<file path="src/rtl/ccd_line_ctrl_if.sv">
`default_nettype none
// ============================================================================
// Module      : ccd_line_ctrl_if
// Description : Host update handshake between the register file and
//               ccd_line_ctrl. The host raises upd_req with the new gain and
//               integration count and holds it until upd_ack.
// Revision    : 1.0 - initial release
// ============================================================================
interface ccd_line_ctrl_if;
  logic       upd_req;
  logic [9:0] upd_gain;
  logic [9:0] upd_f1;
  logic       upd_ack;

  // Host side: raises the request and waits for the accept pulse
  modport master (
    output upd_req,
    output upd_gain,
    output upd_f1,
    input  upd_ack
  );

  // Sequencer side: samples the request and returns the accept pulse
  modport slave (
    input  upd_req,
    input  upd_gain,
    input  upd_f1,
    output upd_ack
  );
endinterface
`default_nettype wire

</file>
<file path="src/rtl/ccd_line_ctrl.sv">
`default_nettype none
// ============================================================================
// Module      : ccd_line_ctrl
// Description : Sequencer for the TCD1209D / AD9945 line-scan chain. Waits
//               for power-up, issues the AFE configuration pulse, then runs
//               continuous line capture: frames lines on sh, counts pixels on
//               tvalid, flags short/long lines, and applies host gain and
//               integration updates only at line boundaries.
//               Optional feature macro: CCD_LINE_TMO_EN (line watchdog that
//               forces a full reconfiguration when sh stops arriving).
// Revision    : 1.0 - initial release
// ============================================================================
module ccd_line_ctrl #(
  parameter logic [11:0] SAMP_NUM  = 12'd2088,
  parameter logic [15:0] PWRUP_CYC = 16'd1000,
  parameter logic [15:0] CFG_CYC   = 16'd256,
  parameter logic [9:0]  F1_DEF    = 10'd10,
  parameter logic [9:0]  GAIN_DEF  = 10'd0,
  parameter logic [23:0] TMO_CYC   = 24'd2000000
) (
  input  wire logic        sys_clk,
  input  wire logic        rst_n,
  input  wire logic        enable,
  ccd_line_ctrl_if.slave   upd,
  input  wire logic        sh,
  input  wire logic        tvalid,
  output logic [9:0]       f1_cnt,
  output logic [9:0]       VGA_Gain,
  output logic             cfg_en,
  output logic             line_start,
  output logic             line_done,
  output logic [15:0]      line_cnt,
  output logic             pix_err,
  output logic             busy
);

  typedef enum logic [2:0] {
    S_IDLE     = 3'd0,
    S_PWRUP    = 3'd1,
    S_CFG      = 3'd2,
    S_CFG_WAIT = 3'd3,
    S_RUN      = 3'd4,
    S_RECFG    = 3'd5
  } state_t;

  state_t      r_state;
  logic [15:0] r_cnt;        // shared cycle counter for PWRUP and CFG_WAIT
  logic [11:0] r_pix_cnt;    // tvalid beats in the current line
  logic        r_line_act;   // a line_start has been seen since entering RUN
  logic        r_sh_d;       // previous sh sample for edge detection
  logic [9:0]  r_f1;
  logic [9:0]  r_gain;
  logic        r_cfg_en;
  logic        r_upd_ack;
  logic        r_line_start;
  logic        r_line_done;
  logic [15:0] r_line_cnt;
  logic        r_pix_err;
  logic        r_busy;

  logic        w_run;
  logic        w_sh_rise;
  logic        w_tv;
  logic        w_at_max;
  logic        w_done;
  logic        w_long;
  logic [11:0] w_pix_next;
  logic        w_short;
  logic        w_accept;

`ifdef CCD_LINE_TMO_EN
  logic [23:0] r_tmo;        // RUN cycles since the last line_start
  logic        w_tmo_hit;
`else
  logic [23:0] w_unused_tmo;
  assign w_unused_tmo = TMO_CYC;
`endif

  assign w_run     = (r_state == S_RUN);
  assign w_sh_rise = sh & ~r_sh_d;

  // Pixels count only once a line has been framed in RUN
  assign w_tv     = w_run & r_line_act & tvalid;
  assign w_at_max = (r_pix_cnt == SAMP_NUM);
  assign w_done   = w_tv & (r_pix_cnt == (SAMP_NUM - 12'd1));
  assign w_long   = w_tv & w_at_max;

  // Count including this cycle's beat; saturates at SAMP_NUM
  assign w_pix_next = (w_tv && !w_at_max) ? (r_pix_cnt + 12'd1) : r_pix_cnt;

  // A new line arriving before the previous one completed. The beat on the
  // same cycle belongs to the old line, so a line that completes exactly as
  // the next one starts is not short.
  assign w_short = w_run & w_sh_rise & r_line_act &
                   (w_pix_next != 12'd0) & (w_pix_next < SAMP_NUM);

  // Updates only land at a line boundary, or while no line is yet framed
  assign w_accept = w_run & upd.upd_req &
                    (w_done | (~r_line_act & ~w_sh_rise));

`ifdef CCD_LINE_TMO_EN
  assign w_tmo_hit = w_run & ~w_sh_rise & (r_tmo == (TMO_CYC - 24'd1));
`endif

  // Sequencer state, line accounting and all registered outputs
  always_ff @(posedge sys_clk or negedge rst_n) begin
    if (!rst_n) begin
      r_state      <= S_IDLE;
      r_cnt        <= 16'd0;
      r_pix_cnt    <= 12'd0;
      r_line_act   <= 1'b0;
      r_sh_d       <= 1'b0;
      r_f1         <= F1_DEF;
      r_gain       <= GAIN_DEF;
      r_cfg_en     <= 1'b0;
      r_upd_ack    <= 1'b0;
      r_line_start <= 1'b0;
      r_line_done  <= 1'b0;
      r_line_cnt   <= 16'd0;
      r_pix_err    <= 1'b0;
      r_busy       <= 1'b0;
`ifdef CCD_LINE_TMO_EN
      r_tmo        <= 24'd0;
`endif
    end else begin
      r_sh_d       <= sh;
      r_cfg_en     <= 1'b0;
      r_upd_ack    <= 1'b0;
      r_line_start <= 1'b0;
      r_line_done  <= 1'b0;

      if (!enable) begin
        // Drop everything except the applied gain/integration settings
        r_state    <= S_IDLE;
        r_cnt      <= 16'd0;
        r_pix_cnt  <= 12'd0;
        r_line_act <= 1'b0;
        r_line_cnt <= 16'd0;
        r_pix_err  <= 1'b0;
        r_busy     <= 1'b0;
`ifdef CCD_LINE_TMO_EN
        r_tmo      <= 24'd0;
`endif
      end else begin
        case (r_state)
          S_IDLE: begin
            r_state <= S_PWRUP;
            r_cnt   <= 16'd0;
            r_busy  <= 1'b1;
          end

          S_PWRUP: begin
            if (r_cnt == (PWRUP_CYC - 16'd1)) begin
              r_state  <= S_CFG;
              r_cfg_en <= 1'b1;
              r_cnt    <= 16'd0;
            end else begin
              r_cnt <= r_cnt + 16'd1;
            end
          end

          S_CFG: begin
            r_state <= S_CFG_WAIT;
            r_cnt   <= 16'd0;
          end

          S_RECFG: begin
            r_cfg_en <= 1'b1;
            r_state  <= S_CFG_WAIT;
            r_cnt    <= 16'd0;
          end

          S_CFG_WAIT: begin
            if (r_cnt == (CFG_CYC - 16'd1)) begin
              r_state    <= S_RUN;
              r_busy     <= 1'b0;
              r_pix_cnt  <= 12'd0;
              r_line_act <= 1'b0;
`ifdef CCD_LINE_TMO_EN
              r_tmo      <= 24'd0;
`endif
            end else begin
              r_cnt <= r_cnt + 16'd1;
            end
          end

          S_RUN: begin
            r_line_start <= w_sh_rise;

            if (w_done) begin
              r_line_done <= 1'b1;
              r_line_cnt  <= r_line_cnt + 16'd1;
            end

            if (w_short || w_long) begin
              r_pix_err <= 1'b1;
            end

            if (w_sh_rise) begin
              r_pix_cnt  <= 12'd0;
              r_line_act <= 1'b1;
            end else begin
              r_pix_cnt <= w_pix_next;
            end

`ifdef CCD_LINE_TMO_EN
            if (w_sh_rise) begin
              r_tmo <= 24'd0;
            end else begin
              r_tmo <= r_tmo + 24'd1;
            end
`endif

            if (w_accept) begin
              r_gain     <= upd.upd_gain;
              r_f1       <= upd.upd_f1;
              r_upd_ack  <= 1'b1;
              r_state    <= S_RECFG;
              r_busy     <= 1'b1;
              r_line_act <= 1'b0;
`ifdef CCD_LINE_TMO_EN
            end else if (w_tmo_hit) begin
              // sh has stopped: rerun the full AFE configuration
              r_pix_err  <= 1'b1;
              r_cfg_en   <= 1'b1;
              r_state    <= S_CFG;
              r_busy     <= 1'b1;
              r_line_act <= 1'b0;
              r_tmo      <= 24'd0;
`endif
            end
          end

          default: begin
            r_state <= S_IDLE;
            r_busy  <= 1'b0;
          end
        endcase
      end
    end
  end

  assign upd.upd_ack = r_upd_ack;
  assign f1_cnt      = r_f1;
  assign VGA_Gain    = r_gain;
  assign cfg_en      = r_cfg_en;
  assign line_start  = r_line_start;
  assign line_done   = r_line_done;
  assign line_cnt    = r_line_cnt;
  assign pix_err     = r_pix_err;
  assign busy        = r_busy;

endmodule
`default_nettype wire

</file>
<file path="src/flat_wrapper.sv">
// flat-port wrapper written by rule: the top's interface ports become plain ports
module ccd_line_ctrl_flat 
#(
  parameter logic [11:0] SAMP_NUM  = 12'd2088,
  parameter logic [15:0] PWRUP_CYC = 16'd1000,
  parameter logic [15:0] CFG_CYC   = 16'd256,
  parameter logic [9:0]  F1_DEF    = 10'd10,
  parameter logic [9:0]  GAIN_DEF  = 10'd0,
  parameter logic [23:0] TMO_CYC   = 24'd2000000
)
  (sys_clk, rst_n, enable, sh, tvalid, f1_cnt, VGA_Gain, cfg_en, line_start, line_done, line_cnt, pix_err, busy, upd_upd_req, upd_upd_gain, upd_upd_f1, upd_upd_ack);
  ccd_line_ctrl_if upd_i ();
  input  wire logic sys_clk;
  input  wire logic rst_n;
  input  wire logic enable;
  input  wire logic sh;
  input  wire logic tvalid;
  output logic [9:0] f1_cnt;
  output logic [9:0] VGA_Gain;
  output logic cfg_en;
  output logic line_start;
  output logic line_done;
  output logic [15:0] line_cnt;
  output logic pix_err;
  output logic busy;
  input wire logic [$bits(upd_i.upd_req)-1:0] upd_upd_req;
  input wire logic [$bits(upd_i.upd_gain)-1:0] upd_upd_gain;
  input wire logic [$bits(upd_i.upd_f1)-1:0] upd_upd_f1;
  output wire logic [$bits(upd_i.upd_ack)-1:0] upd_upd_ack;
  assign upd_i.upd_req = upd_upd_req;
  assign upd_i.upd_gain = upd_upd_gain;
  assign upd_i.upd_f1 = upd_upd_f1;
  assign upd_upd_ack = upd_i.upd_ack;
  ccd_line_ctrl #(.SAMP_NUM(SAMP_NUM), .PWRUP_CYC(PWRUP_CYC), .CFG_CYC(CFG_CYC), .F1_DEF(F1_DEF), .GAIN_DEF(GAIN_DEF), .TMO_CYC(TMO_CYC)) u_core (.sys_clk(sys_clk), .rst_n(rst_n), .enable(enable), .upd(upd_i), .sh(sh), .tvalid(tvalid), .f1_cnt(f1_cnt), .VGA_Gain(VGA_Gain), .cfg_en(cfg_en), .line_start(line_start), .line_done(line_done), .line_cnt(line_cnt), .pix_err(pix_err), .busy(busy));
endmodule
</file>
<file path="config.mk">
export PLATFORM = sky130hd
export DESIGN_NAME = ccd_line_ctrl_flat
export DESIGN_NICKNAME = d
export VERILOG_FILES = /design/src/rtl/ccd_line_ctrl_if.sv /design/src/rtl/ccd_line_ctrl.sv /design/src/flat_wrapper.sv
export SDC_FILE = /design/constraint.sdc
export NUM_CORES = 1
export LEC_CHECK = 0
export CORE_MARGIN = 10
export CORE_UTILIZATION = 48
export DETAILED_ROUTE_END_ITERATION = 7
export GPL_ROUTABILITY_DRIVEN = 0
export PLACE_DENSITY = 0.73
export SKIP_CTS_REPAIR_TIMING = 1
export SLEW_MARGIN = 20
export SYNTH_ARGS = -nofsm -noshare
export SYNTH_HDL_FRONTEND = slang
export SYNTH_SLANG_ARGS = --single-unit
</file>
<file path="constraint.sdc">
create_clock -name sys_clk -period 4.5 [get_ports sys_clk]
set_input_delay 0.9 -clock sys_clk [delete_from_list [all_inputs] [get_ports sys_clk]]
set_output_delay 0.9 -clock sys_clk [all_outputs]
set_load 0.05 [all_outputs]
</file>
-- Word-level counts from Yosys, hierarchy flattened
Index checks and enable logic that the tools add are counted.
- order comparisons: 1
- $mul: 0
- divide/modulo/power cells: 0
- equality and inequality tests: 20
- add/subtract/negate cells: 3
- reductions and logical operators: 16
- mux-type cells: 39
- shift-type cells: 0
- bitwise operators: 16
- operators with widths (operator ; number):
    2-to-1 mux 16 bit ; 6
    2-to-1 mux 12 bit ; 4
    one-hot mux 16 bit (3 select lines) ; 1
    adder 16 x 1 -> 16 bit, second input constant ; 2
    == test 12 bit, second input constant ; 2
    one-hot mux 12 bit (2 select lines) ; 1
    2-to-1 mux 1 bit ; 19
    == test 16 x 10 -> 1 bit, second input constant ; 1
    == test 16 x 8 -> 1 bit, second input constant ; 1
    one-hot mux 3 bit (5 select lines) ; 1
    adder 12 x 1 -> 12 bit, second input constant ; 1
    bitwise AND 1 bit ; 12
    less-than comparator 12 bit, second input constant ; 1
    2-to-1 mux 3 bit ; 4
    AND reduction 3 bit ; 4
    nonzero test 12 bit ; 1
    AND reduction 2 bit ; 4
    == test 3 x 2 -> 1 bit, second input constant ; 2
    == test 3 bit, second input constant ; 2
    inequality test 2 x 1 -> 1 bit, second input constant ; 3
    inequality test 3 x 2 -> 1 bit, second input constant ; 2
    inequality test 3 bit, second input constant ; 2
    OR reduction 3 bit ; 2
    inequality test 4 x 2 -> 1 bit, second input constant ; 1
    other kinds (13) ; 16
- memories kept: 0
- memory bits (writable): 0
- output and inout port bits: 42
- logic and storage cells: 109
- bits in read-only memories: 0
- latch bits: 0
- flip-flop bits (word level): 75
- bits of input ports: 26

-- Logic depth before layout (Yosys ltp)
Gate-level depths: netlist (run 1).
- depth after elaboration: 12
- gate-level depth with buffers: 8
- mapped depth without buffers: 8

-- Worst setup path before layout (run 1)
OpenSTA, ideal clock, no wires.
- kind: input to register
- start: in tvalid
- end: reg u_core.r_pix_err, in the netlist u_core.pix_err
- setup slack: 2.030 ns
- arrival time: 2.367 ns
- data required time: 4.396 ns
- buffers on the path: 0
- setup time: 0.104 ns
- cell stages on the path: 6
- cells stage by stage: nand2_1 > nor4_1 > mux2i_1 > a31oi_1 > or4b_1 > o311ai_1
- longest elaborated chain between the ends: 9
- elaborated cells between the ends (all ways): 11
- classes of those cells: order compare: 1; eq/ne: 1; mux: 1; bitwise: 4; reduce/logical: 4
- ends and longest elaborated chain (item ; RTL line ; text):
    start, declared ; flat_wrapper.sv:17 ; input wire logic tvalid;
    bitwise AND 1 bit (*) ; ccd_line_ctrl.sv:83 ; assign w_tv = w_run & r_line_act & tvalid;
    branches (longest 5 deep; another with less-than comparator 12 bit) ; -- ;
    logical OR 1 bit (*) ; ccd_line_ctrl.sv:195 ; if (w_short || w_long) begin
    inequality test 2 x 1 -> 1 bit (no line) (*) ; -- ;
    AND reduction 2 bit (no line) (*) ; -- ;
    end signal, assigned ; ccd_line_ctrl.sv:120 ; r_pix_err <= 1'b0;
    end signal, assigned ; ccd_line_ctrl.sv:139 ; r_pix_err <= 1'b0;
    end signal, assigned ; ccd_line_ctrl.sv:196 ; r_pix_err <= 1'b1;
    end, declared ; ccd_line_ctrl.sv:58 ; logic r_pix_err;
Mark *: on every way between the ends.
A chain may end at the register's enable or synchronous reset.

-- Worst setup path after layout (run 1)
- start: in enable
- end: reg u_core.r_pix_err, in the netlist u_core.pix_err
- longest elaborated chain between the ends: 2
- elaborated cells between the ends (all ways): 4
- classes of those cells: eq/ne: 2; mux: 1; reduce/logical: 1
- ends and longest elaborated chain (item ; RTL line ; text):
    start, declared ; flat_wrapper.sv:15 ; input wire logic enable;
    inequality test 2 x 1 -> 1 bit (no line) ; -- ;
    AND reduction 2 bit (no line) ; -- ;
Several ways; a longest one is shown, not always the timed one.

==> results.cfg, run 1 <==
[final_layout]
regArea_um2 = 1880
syn_to_final_growth_pct = 21.8
antenna_cells = 0
drive_gt1_share_pct = 11.5
fill_cells = 684
final_util_pct = 59.6
multi_input_area_um2 = 1930
nNetsFinal = 494

[logic_synthesis]
synth_edf_count = 0
netlist-cell-type-count = 65
yosysTopAreaCell = dfrtp_1
synth_area_leaders = dfrtp_1, mux2_2, nor2_1, o21ai_0, nand3_1
ys_seq_elements = 75
yosys_warnings = 0
syn_area_per_cell_um2 = 9.81
syn_inst = 406
synth_top_area_share_pct = 45.9
syn_nets = 436
ys_seq_area_share_pct = 47.2
synthFlopType = dfrtp_1
syn_area_um2 = 3980
ys_async_sr_fraction_pct = 100

[drt]
via_per_inst = 5.80
firstDrtPassIters = 4
finalWirelength_mm = 9.31
drt_iter0_markers = 189
drtAntennaViolNets = 0
vias = 3329
wl_per_cell_um = 16.2
drc = 0

[clocking]
cts_tree = built
cts_buffers = 9
root_buffer = clkbuf_8
clkSinkCount = 75
cts_buffer_depth = 2
clk_pin_slew_worst_paths_ps = 80
htreeDepth = 3
clk_latency_ps = 350

[timing]
whs_ps = 509
fin_crit_sh_pct = 69.1
relSlewSlack_pct = 34.1
fin_worst_skew_ps = 11.3
setup_slack_ps = 1390
min_period_ps = 3110
max_slew.worst_pin.slew_ps = 980
setup_tns_ps = 0
rsz0062_at_grt = no
drv_slew = 0
finalSetupViolations = 0
max_freq_ghz = 0.322
hold_viol_final = 0

[worst_setup_path]
endpoint_kind = flop
crit_fanout = 14
rrSetupSlack_ps = 1630
crit_arrival_ps = 3360
r2r_end = u_core.r_state[1]$_DFFE_PN0P_
r2r-start = u_core.r_cnt[13]$_DFFE_PN0P_
path_class = input port to flop
crit_path_start_kind = input port
crit_required_ps = 4750
ff2ff_path_depth = 6

[floorplan]
die_x_um = 111
core.rowCount = 33
die_h_um = 111
initial_core_util_pct = 49.0
dieArea_um2 = 12300
core_area_um2 = 8130
pin_count = 68

[min_path]
hp-class = flop to flop
hold_depth = 1
hold_start = u_core.VGA_Gain[7]$_DFFE_PN0P_
min_to = u_core.VGA_Gain[7]$_DFFE_PN0P_

[grt]
grt_pass1_wl_mm = 15.6
grtUsageTotal_pct = 14.8
overflow = 0
grt_max_degree = 76
grt_pass1_vias = 3173
grt_antenna_before_repair = 0

[placement]
io_buffers = 67
place_ws_ps = 1060
dp_hpwl_mm = 6.53

[power]
vdd_drop_max_mv = 0.157
leakagePower_nw = 2.00
power_mw = 1.36
power.density_nw_per_um2 = 279

[status]
status = completed

[run]
maxCapViolCount = 0
critical path, stage by stage:
cell and delay [ps]:
clkdlybuf4s50_1 760, nor4bb_1 540, nand3_1 170, a41o_1 230, a21o_2 180, or4b_1 500
o311ai_1 90
synth_stat cells (all sizes together) (2+ instances only):
cell	instances
a211oi	2
a21o	2
a21oi	20
a22o	2
a31oi	3
and2	5
and3	5
and4	3
buf	12
clkbuf	8
dfrtp	73
dfstp	2
ha	4
inv	11
mux2	21
mux2i	2
nand2	29
nand2b	3
nand3	24
nand4	7
nor2	34
nor2b	8
nor3	7
nor4	7
nor4b	2
nor4bb	2
o211ai	2
o21a	3
o21ai	38
o311ai	2
o31a	2
o31ai	9
o41ai	3
or2	3
or3	7
or3b	2
or4	6
or4bb	3
xnor2	11
xor2	5
stage by stage:
step	instances	area, um^2
after CTS	574	4850
final	574	4850
after floorplan	406	3980
after detailed placement	558	4660
after global routing	574	4850
after global placement	558	4660
kinds of logic after synthesis:
group / synth area share [%]
XOR/XNOR: 3.52
AND/OR/NAND/NOR: 22.5
buffers and inverters: 4.24
multiplexers: 6.44
AO/OA/AOI/OAI: 14.9
adder cells (fa/ha/maj): 1.26
flip-flops: 47.2
where the power goes:
group          internal [mW]  leakage [nW]  switching, mW
clock network          0.257        0.0966          0.255
logic                 0.0530         0.877         0.0875
registers              0.687          1.03         0.0156
cell usage in the layout, fill, tap and decap left out, types with 3 or more instances in the layout:
cell / count
nand3_1: 24
and2_1: 3
or4_1: 5
o41ai_1: 3
or3_1: 7
o21a_1: 3
and4_1: 3
inv_1: 11
dfrtp_1: 73
nor3_1: 6
nand4_1: 7
nand2_1: 29
or2_2: 3
a21oi_1: 20
xor2_1: 5
mux2_2: 21
o21ai_1: 13
and3_1: 5
or4bb_1: 3
clkdlybuf4s50_1: 66
ha_1: 4
nor2b_1: 8
xnor2_1: 11
o31ai_1: 9
nand2b_1: 3
o21ai_0: 25
nor4_1: 6
a31oi_1: 3
clkbuf_8: 9
nor2_1: 34
registers in the layout (all words and copies together), names as in the netlist:
name / flops
u_core.line_start: 1
u_core.line_cnt: 16
u_core.r_cnt: 16
u_core.r_state: 3
u_core.line_done: 1
u_core.pix_err: 1
u_core.VGA_Gain: 10
u_core.r_pix_cnt: 12
u_core.upd.upd_ack: 1
u_core.cfg_en: 1
u_core.r_sh_d: 1
u_core.busy: 1
u_core.r_line_act: 1
u_core.f1_cnt: 10
how the worst max path moves through the flow:
stage	startpoint	endpoint	slack, ps	cells past startpoint
3_5_place_dp	enable	u_core.pix_err$_DFFE_PN0P_	1060	7
6_report	enable	u_core.pix_err$_DFFE_PN0P_	1390	7
2_1_floorplan	tvalid	u_core.pix_err$_DFFE_PN0P_	2030	6
5_1_grt	enable	u_core.VGA_Gain[5]$_DFFE_PN0P_	1170	4
3_3_place_gp	enable	u_core.VGA_Gain[0]$_DFFE_PN0P_	1110	4
4_1_cts	enable	u_core.pix_err$_DFFE_PN0P_	1400	7
metal layers:
layer | up-vias | wire [um] | GRT usage, %
li1 | 1594 | - | -
met5 | - | 0 | 0
met2 | 97 | 4470 | 23.2
met3 | 11 | 683 | 5.68
met4 | 0 | 107 | 5.06
met1 | 1627 | 4050 | 18.2
final cells by class:
| cell class | instances | area share [%] |
|---|---|---|
| inverters | 12 | 0.929 |
| well taps | 105 | 2.71 |
| clock buffers | 10 | 2.63 |
| flip-flops and latches | 75 | 38.7 |
| clock inverters | 6 | 1.34 |
| repair buffers | 67 | 13.8 |
| multi-input cells | 299 | 39.9 |
(Power assumes the default switching activity.)
==> run 2, diff against run 1 <==
- clock period: 4.5 -> 3.2 ns (I/O delays scaled with it)
==> run 2 against run 1 <==
Compared with the run above:
- final cell count rose by 1.4%
- critical path depth fell by 1
- clock power rose by 73%
- setup slack got worse by 880 ps
- flip-flop and latch count did not move
- non-clock buffer count rose by 8
- critical path type is now flop to flop
- largest power group unchanged
==> results.cfg, run 2 (synthesized netlist as in run 1, its figures left out) <==
[grt]
grt_max_degree = 76
grtUsageTotal_pct = 15.3
grt_pass1_wl_mm = 16.1
grt_antenna_before_repair = 0
overflow = 0
grt_pass1_vias = 3233

[drt]
drt_iter0_markers = 155
wl_per_cell_um = 16.2
drtAntennaViolNets = 0
via_per_inst = 5.72
vias = 3328
firstDrtPassIters = 4
finalWirelength_mm = 9.43
drc = 0

[final_layout]
drive_gt1_share_pct = 13.0
layout_commonest_cell = dfrtp_1
antenna_cells = 0
syn_to_final_growth_pct = 24.5
post-route-cell-area_um2 = 4960
layout.cells.most_common_list = dfrtp_1, clkdlybuf4s50_1, nor2_1
nNetsFinal = 502

[clocking]
htreeDepth = 3
cts_buffer_depth = 2
cts_buffers = 9
cts_tree = built
clkSinkCount = 75
clk_latency_ps = 350
root_buffer = clkbuf_8
clk_pin_slew_worst_paths_ps = 90

[worst_setup_path]
path_class = flop to flop
rrSetupSlack_ps = 510
crit_arrival_ps = 2920
path_buf_inv = 0
slowest_delay_ps = 570
cpLargestDelayFamily = simple AND/OR/NAND/NOR gates
crit_required_ps = 3440
crit_fanout = 13
crit_path_start_kind = flop
slowest_stage = or4_1
path_cells = or4_1 -> nor4_1 -> a21oi_1 -> and2_1 -> o21bai_1 -> mux2_2
endpoint_kind = flop

[timing]
fin_worst_skew_ps = 12.5
fin_crit_sh_pct = 83.9
relSlewSlack_pct = 37.4
max_slew.worst_pin.slew_ps = 939
hold_viol_final = 0
setup_tns_ps = 0
rsz0062_at_grt = no
min_period_ps = 2690
max_freq_ghz = 0.372
drv_slew = 0
finalSetupViolations = 0

[placement]
io_buffers = 67
dp_hpwl_mm = 6.55
dpl_cell_area_um2 = 4720

[status]
status = completed

[floorplan]
initial_core_util_pct = 49.0
die_x_um = 111
core.rowCount = 33
core_area_um2 = 8130
die_h_um = 111
dieArea_um2 = 12300
pin_count = 68

[power]
vdd_drop_max_mv = 0.238
leakagePower_nw = 2.07
power.density_nw_per_um2 = 419

[min_path]
hp-class = input port to asynchronous set/reset pin

[run]
maxCapViolCount = 0
run 2: cell type report:
class	instances	area [um^2]
clock inverters	6	113
inverters	12	45.0
repair buffers	75	728
well taps	105	131
flip-flops and latches	75	1880
multi-input cells	299	1930
fillers	661	3180
clock buffers	10	128
run 2: metrics by stage:
step	setup slack [ps]	util (%)	hold slack, ps	power (mW)	std cells
after CTS	584	61.0	466	2.10	582
after global placement	391	58.0	488	1.21	566
after global routing	314	61.0	474	2.16	582
after floorplan	832	-	344	1.12	406
final	515	61.0	421	2.08	582
after detailed placement	304	58.0	492	1.21	566
run 2: routing by layer:
layer	up-vias	routed length [um]	global-route usage (%)
met4	0	106	4.03
met5	-	0	0
li1	1600	-	-
met3	9	855	6.44
met1	1599	4130	19.5
met2	120	4340	23.4
run 2: worst paths after layout:
kind / startpoint / to / cells past startpoint
setup / recovery: u_core.r_cnt[13]$_DFFE_PN0P_ / u_core.r_pix_cnt[0]$_DFFE_PN0P_ / 6
hold / removal: rst_n / u_core.line_cnt[13]$_DFFE_PN0P_ / 1
min in group sys_clk: u_core.r_cnt[0]$_DFFE_PN0P_ / u_core.r_cnt[0]$_DFFE_PN0P_ / 1
max in group asynchronous: rst_n / u_core.r_sh_d$_DFF_PN0_ / 1
setup reg to reg: u_core.r_cnt[13]$_DFFE_PN0P_ / u_core.r_pix_cnt[0]$_DFFE_PN0P_ / 6
hold reg to reg: u_core.r_cnt[0]$_DFFE_PN0P_ / u_core.r_cnt[0]$_DFFE_PN0P_ / 1
run 2: worst register-to-register path: cells and delay by family, from the launching register on:
kind / cells / cell delay [ps]
AND/OR/NAND/NOR: 3 / 1490
flip-flops: 1 / 420
AO/OA/AOI/OAI: 2 / 400
multiplexers: 1 / 270
run 2: power by group:
group	switching [mW]	total [mW]	leakage, nW	internal, mW
clock	0.367	0.888	0.121	0.521
sequential	0.0223	0.989	1.03	0.967
combinational	0.121	0.199	0.917	0.0772
total	0.510	2.08	2.07	1.57
